File: src/rtl/ebus_xfer_ctl.sv
// EBUS transfer sequencer: one CONO/DATAO or CONI/DATAI cycle at a time.
// Drives cs/func, raises demand after setup, waits on the device xfer handshake with a timeout.
//
//   state   | meaning
//   IDLE    | no transfer; accept req
//   SETUP   | cs/func stable, counting setup; waits out a stale xfer
//   DEMAND  | demand high, waiting for xfer to rise
//   RELEASE | demand dropped, waiting for xfer to fall
module ebus_xfer_ctl #(
  parameter int SETUP_CYCLES   = 2,
  parameter int TIMEOUT_CYCLES = 1023
) (
  input  logic        eboxClk,
  input  logic        eboxReset,
  input  logic        req,
  input  logic        isInput,
  input  logic [2:0]  func,
  input  logic [6:0]  cs,
  input  logic [35:0] wrData,
  output logic        busy,
  output logic        done,
  output logic        timeout,
  output logic [35:0] rdData,
  output logic [6:0]  ebusCS,
  output logic [2:0]  ebusFunc,
  output logic        ebusDemand,
  input  logic        ebusXfer,
  input  logic [35:0] ebusDataIn,
  output logic        ebusDriving,
  output logic [35:0] ebusDataOut
);

  typedef enum logic [1:0] {
    ST_IDLE    = 2'd0,
    ST_SETUP   = 2'd1,
    ST_DEMAND  = 2'd2,
    ST_RELEASE = 2'd3
  } state_t;

  // Down-counter terminal count is zero, so loads are N-1.
  localparam logic [9:0] SETUP_LOAD = 10'(SETUP_CYCLES - 1);
  localparam logic [9:0] TO_LOAD    = 10'(TIMEOUT_CYCLES - 1);

  state_t      r_state, w_state;
  logic [9:0]  r_cnt, w_cnt;
  logic        r_is_in, w_is_in;
  logic        r_busy, w_busy;
  logic        r_done, w_done;
  logic        r_timeout, w_timeout;
  logic [35:0] r_rd, w_rd;
  logic [6:0]  r_cs, w_cs;
  logic [2:0]  r_func, w_func;
  logic        r_demand, w_demand;
  logic        r_driving, w_driving;
  logic [35:0] r_dout, w_dout;

  always_ff @(posedge eboxClk or negedge eboxReset) begin
    if (!eboxReset) begin
      r_state   <= ST_IDLE;
      r_cnt     <= '0;
      r_is_in   <= 1'b0;
      r_busy    <= 1'b0;
      r_done    <= 1'b0;
      r_timeout <= 1'b0;
      r_rd      <= '0;
      r_cs      <= '0;
      r_func    <= '0;
      r_demand  <= 1'b0;
      r_driving <= 1'b0;
      r_dout    <= '0;
    end else begin
      r_state   <= w_state;
      r_cnt     <= w_cnt;
      r_is_in   <= w_is_in;
      r_busy    <= w_busy;
      r_done    <= w_done;
      r_timeout <= w_timeout;
      r_rd      <= w_rd;
      r_cs      <= w_cs;
      r_func    <= w_func;
      r_demand  <= w_demand;
      r_driving <= w_driving;
      r_dout    <= w_dout;
    end
  end

  always_comb begin
    w_state   = r_state;
    w_cnt     = r_cnt;
    w_is_in   = r_is_in;
    w_busy    = r_busy;
    w_done    = 1'b0;
    w_timeout = 1'b0;
    w_rd      = r_rd;
    w_cs      = r_cs;
    w_func    = r_func;
    w_demand  = r_demand;
    w_driving = r_driving;
    w_dout    = r_dout;

    case (r_state)
      ST_IDLE: begin
        if (req) begin
          w_state   = ST_SETUP;
          w_cnt     = SETUP_LOAD;
          w_is_in   = isInput;
          w_busy    = 1'b1;
          w_cs      = cs;
          w_func    = func;
          w_driving = ~isInput;
          w_dout    = isInput ? 36'd0 : wrData;
        end
      end

      ST_SETUP: begin
        if (r_cnt != 10'd0) begin
          w_cnt = r_cnt - 10'd1;
        end else if (!ebusXfer) begin
          w_state  = ST_DEMAND;
          w_demand = 1'b1;
          w_cnt    = TO_LOAD;
        end
      end

      ST_DEMAND: begin
        if (ebusXfer) begin
          if (r_is_in) w_rd = ebusDataIn;
          w_state  = ST_RELEASE;
          w_demand = 1'b0;
          w_cnt    = TO_LOAD;
        end else if (r_cnt == 10'd0) begin
          w_state   = ST_IDLE;
          w_timeout = 1'b1;
          w_busy    = 1'b0;
          w_demand  = 1'b0;
          w_cs      = '0;
          w_func    = '0;
          w_driving = 1'b0;
          w_dout    = '0;
        end else begin
          w_cnt = r_cnt - 10'd1;
        end
      end

      ST_RELEASE: begin
        if (!ebusXfer || r_cnt == 10'd0) begin
          // Falling xfer completes the cycle; a stuck-high xfer aborts it.
          w_state   = ST_IDLE;
          w_done    = ~ebusXfer;
          w_timeout = ebusXfer;
          w_busy    = 1'b0;
          w_demand  = 1'b0;
          w_cs      = '0;
          w_func    = '0;
          w_driving = 1'b0;
          w_dout    = '0;
        end else begin
          w_cnt = r_cnt - 10'd1;
        end
      end

      default: w_state = ST_IDLE;
    endcase
  end

  assign busy        = r_busy;
  assign done        = r_done;
  assign timeout     = r_timeout;
  assign rdData      = r_rd;
  assign ebusCS      = r_cs;
  assign ebusFunc    = r_func;
  assign ebusDemand  = r_demand;
  assign ebusDriving = r_driving;
  assign ebusDataOut = r_dout;

endmodule

File: config.mk
export PLATFORM = sky130hd
export DESIGN_NAME = ebus_xfer_ctl
export DESIGN_NICKNAME = d
export VERILOG_FILES = /design/src/rtl/ebus_xfer_ctl.sv
export SDC_FILE = /design/constraint.sdc
export NUM_CORES = 1
export LEC_CHECK = 0
export ABC_AREA = 1
export CORE_UTILIZATION = 40
export CTS_BUF_LIST = sky130_fd_sc_hd__clkbuf_8 sky130_fd_sc_hd__clkbuf_16
export CTS_CLUSTER_SIZE = 14
export DETAILED_ROUTE_END_ITERATION = 8
export GPL_ROUTABILITY_DRIVEN = 0
export HOLD_SLACK_MARGIN = 0.03
export PLACE_DENSITY_LB_ADDON = 0.15
export SYNTH_ARGS = -nofsm -noshare
export SYNTH_HDL_FRONTEND = slang
export SYNTH_SLANG_ARGS = --single-unit
File: constraint.sdc
create_clock -name eboxClk -period 3.3 [get_ports eboxClk]
set_input_delay 0.495 -clock eboxClk [delete_from_list [all_inputs] [get_ports eboxClk]]
set_output_delay 0.495 -clock eboxClk [all_outputs]
set_load 0.02 [all_outputs]
==> impl_metrics.ini <==
[outcome]
outcome = completed

[timing]
worstMarginPinSlew_ns = 0.755
rsz0062_at_grt = false
hold_viol_final = 0
hold_slack_ns = 0.209
fin_tns_setup_ns = 0
clock.fmax_mhz = 420
timing.final.crit_share_pct = 72.1
period_minus_slack_ns = 2.38
maxSlewHeadroom_pct = 49.5
maxSlewViolCount = 0
clock_skew_ns = 0.00692
fin_ws_ns = 0.921
report.final.setup_viol = 0

[floorplan]
io_pins = 174
die_h_um = 110
std_cell_rows = 39
die_w_um = 110
die-area_um2 = 12100
initial_core_util_pct = 41.0
coreArea_um2 = 11400

[critical_path]
worstPathArrival_ns = 2.57
worstPathCellList = inv_1, ha_1, nand2_1, nor2_2, nand3_4, nand2_2, nand2_2, a21oi_4, buf_4, o21ai_0
worstSetupStartpointType = flip-flop
path_common_cell = nand2_2
required_ns = 3.50
ff2ff_path_depth = 10
regToRegEndpoint = ebusDataOut[4]
end_kind = flip-flop
crit_type = flip-flop to flip-flop
r2r-start = r_cnt[0]
timing.reg2reg.setup_slack_ns = 0.92
crit_buf_inv = 2
cp_slowest_stage_delay_ns = 0.47
worst-path-max-fanout = 48
critPathTopFamily = buffers and inverters
crit_path_top_delay_cell = buf_4

[final_layout]
n_fill_cell = 964
instances_no_fill = 783
drive_above_1_share_pct = 14.1
final_area_um2 = 6700
utilization_pct = 59.0
num_antenna_cells = 0
nNetsFinal = 730
area_growth_pct = 43.8

[hold_path]
hold_class = primary input to async pin

[grt]
grt_pass1_wl_um = 18000
first_global_vias = 3573
track_usage_pct = 19.7
antenna_found_initial = 0
grt_overflow = 0
grt_max_degree = 57

[logic_synthesis]
synth_compound_gate_area_share_pct = 9.15
synthAdderAreaFrac_pct = 1.61
synthMuxAreaShare_pct = 8.70
syn_nets = 561
syn_area_um2 = 4660
synth_cell_types = 30
postSynthCellCount = 468
synth-xor-area-share_pct = 0.376
synth_top_family_by_area = simple AND/OR/NAND/NOR gates
yosysWarnings = 0
syn_area_per_cell_um2 = 9.96
yosys.area_share.simple_pct = 16.9
ys_seq_area_share_pct = 53.7
synth-seq-cells = 100

[clocking]
cts_tree = built
clkSinkCount = 100
cts_inserted_buffers = 9
clk_path_buf_depth = 2
cts_resized = 0
post_cts_buffers = 0
htreeDepth = 3
clk_latency_ns = 0.35
path_clk_slew_ns = 0.07
cts_root_buffer = clkbuf_16
cts_hold_buffers = 0

[power]
total_power_mw = 6.58
peakVddDrop_uv = 503
power_density_nw_per_um2 = 982
leakage_nw = 3.05

[place]
hpwl_um = 8160
io_buffer_count = 173
dp_slack_ns = 0.796
dpl-instance-area_um2 = 6450
place_inst = 769

[routing]
first_pass_iters = 4
ant_nets = 0
wl_per_cell_um = 14.7
drc = 0
vias_per_cell = 4.77
drt_iter0_drc = 218
vias = 3733
wl_um = 11500

[run]
maxCapViolations = 0
[logic make-up (layout without fill, tap and decap cells)]
| kind of cell | count (synthesis) | in the layout |
|---|---|---|
| flip-flops | 100 | 100 |
| AND/OR/NAND/NOR | 164 | 164 |
| buffers and inverters | 92 | 264 |
| AO/OA/AOI/OAI | 68 | 68 |
| adder cells (fa/ha/maj) | 6 | 6 |
| multiplexers | 36 | 36 |
| XOR/XNOR | 2 | 2 |
[report_power, final]
| group | internal [mW] | switching, mW |
|---|---|---|
| sequential | 1.75 | 0.279 |
| clock | 0.517 | 0.438 |
| combinational | 1.53 | 2.07 |
| total | 3.80 | 2.78 |
[routing by layer]
layer  vias up  track usage (%)  part of all wire (%)
met1      1751             26.1                    44
met5         -                0                     0
li1       1847                -                     -
met2       116             31.2                    46
met3        19             3.79                   7.0
met4         0             9.33                   2.3
[cells in the final DEF, fill, tap and decap left out]
cell type          n
a21oi_1            6
a21oi_4            1
a31oi_1            1
buf_12             1
buf_4              4
clkbuf_16          9
clkbuf_8           1
clkdlybuf4s50_1  172
clkinv_2           3
dfrtp_1          100
ha_1               6
inv_1             72
inv_2              2
mux2_1             6
mux2_2            30
nand2_1           76
nand2_2            3
nand2_4            1
nand3_1           44
nand3_2           10
nand3_4            1
nand4_1            4
nor2_1            20
nor2_2             2
nor2_4             1
nor3_1             2
o21ai_0           38
o21ai_2           21
o21bai_1           1
xnor2_1            1
xor2_1             1
[worst register-to-register path: stages, from the launching register on]
cell,delay (ns)
dfrtp_1,0.42
inv_1,0.17
ha_1,0.29
nand2_1,0.09
nor2_2,0.15
nand3_4,0.15
nand2_2,0.10
nand2_2,0.08
a21oi_4,0.11
buf_4,0.47
o21ai_0,0.20
[cells in the mapped netlist]
cell type / instances / area, µm²
dfrtp_1: 100 / 2500
nand2_1: 76 / 285
inv_1: 71 / 267
nand3_1: 44 / 220
o21ai_0: 38 / 190
mux2_2: 30 / 338
o21ai_2: 21 / 184
nor2_1: 20 / 75.1
nand3_2: 10 / 100
a21oi_1: 6 / 30.0
buf_2: 6 / 30.0
buf_6: 6 / 67.6
ha_1: 6 / 75.1
mux2_1: 6 / 67.6
nand4_1: 4 / 25.0
buf_12: 3 / 60.1
clkbuf_1: 3 / 11.3
nand2_2: 3 / 18.8
inv_2: 2 / 7.51
nor2_2: 2 / 12.5
nor3_1: 2 / 10.0
a21oi_2: 1 / 8.76
a31oi_1: 1 / 6.26
clkbuf_2: 1 / 5.00
nand2_4: 1 / 11.3
nand3_4: 1 / 17.5
nor2_4: 1 / 11.3
o21bai_1: 1 / 7.51
xnor2_1: 1 / 8.76
xor2_1: 1 / 8.76
[registers in the layout (all words and copies together), names as in the netlist]
register,cells
r_is_in,1
ebusCS,7
ebusFunc,3
timeout,1
ebusDataOut,36
done,1
ebusDriving,1
r_cnt,10
r_state,2
busy,1
ebusDemand,1
rdData,36
[area by class of cell]
cell class              count  area (µm²)  area share (%)
inverters                  73         274            4.09
flip-flops and latches    100        2500            37.3
clock buffers              10         239            3.56
repair buffers            177        1770            26.4
clock inverters             4        18.8           0.280
well taps                 143         179            2.67
multi-input cells         276        1720            25.6
[worst max path at each step]
stage | start | end | cells past startpoint
after global routing | r_cnt[0] | ebusCS[2] | 10
after detailed placement | ebusXfer | ebusDataOut[30] | 8
after floorplan | r_cnt[0] | ebusDataOut[10] | 11
after CTS | r_cnt[0] | ebusDataOut[30] | 10
after global placement | ebusXfer | ebusDataOut[3] | 8
final | r_cnt[0] | ebusDataOut[4] | 10
No activity file was read; power rests on OpenSTA's default activity.
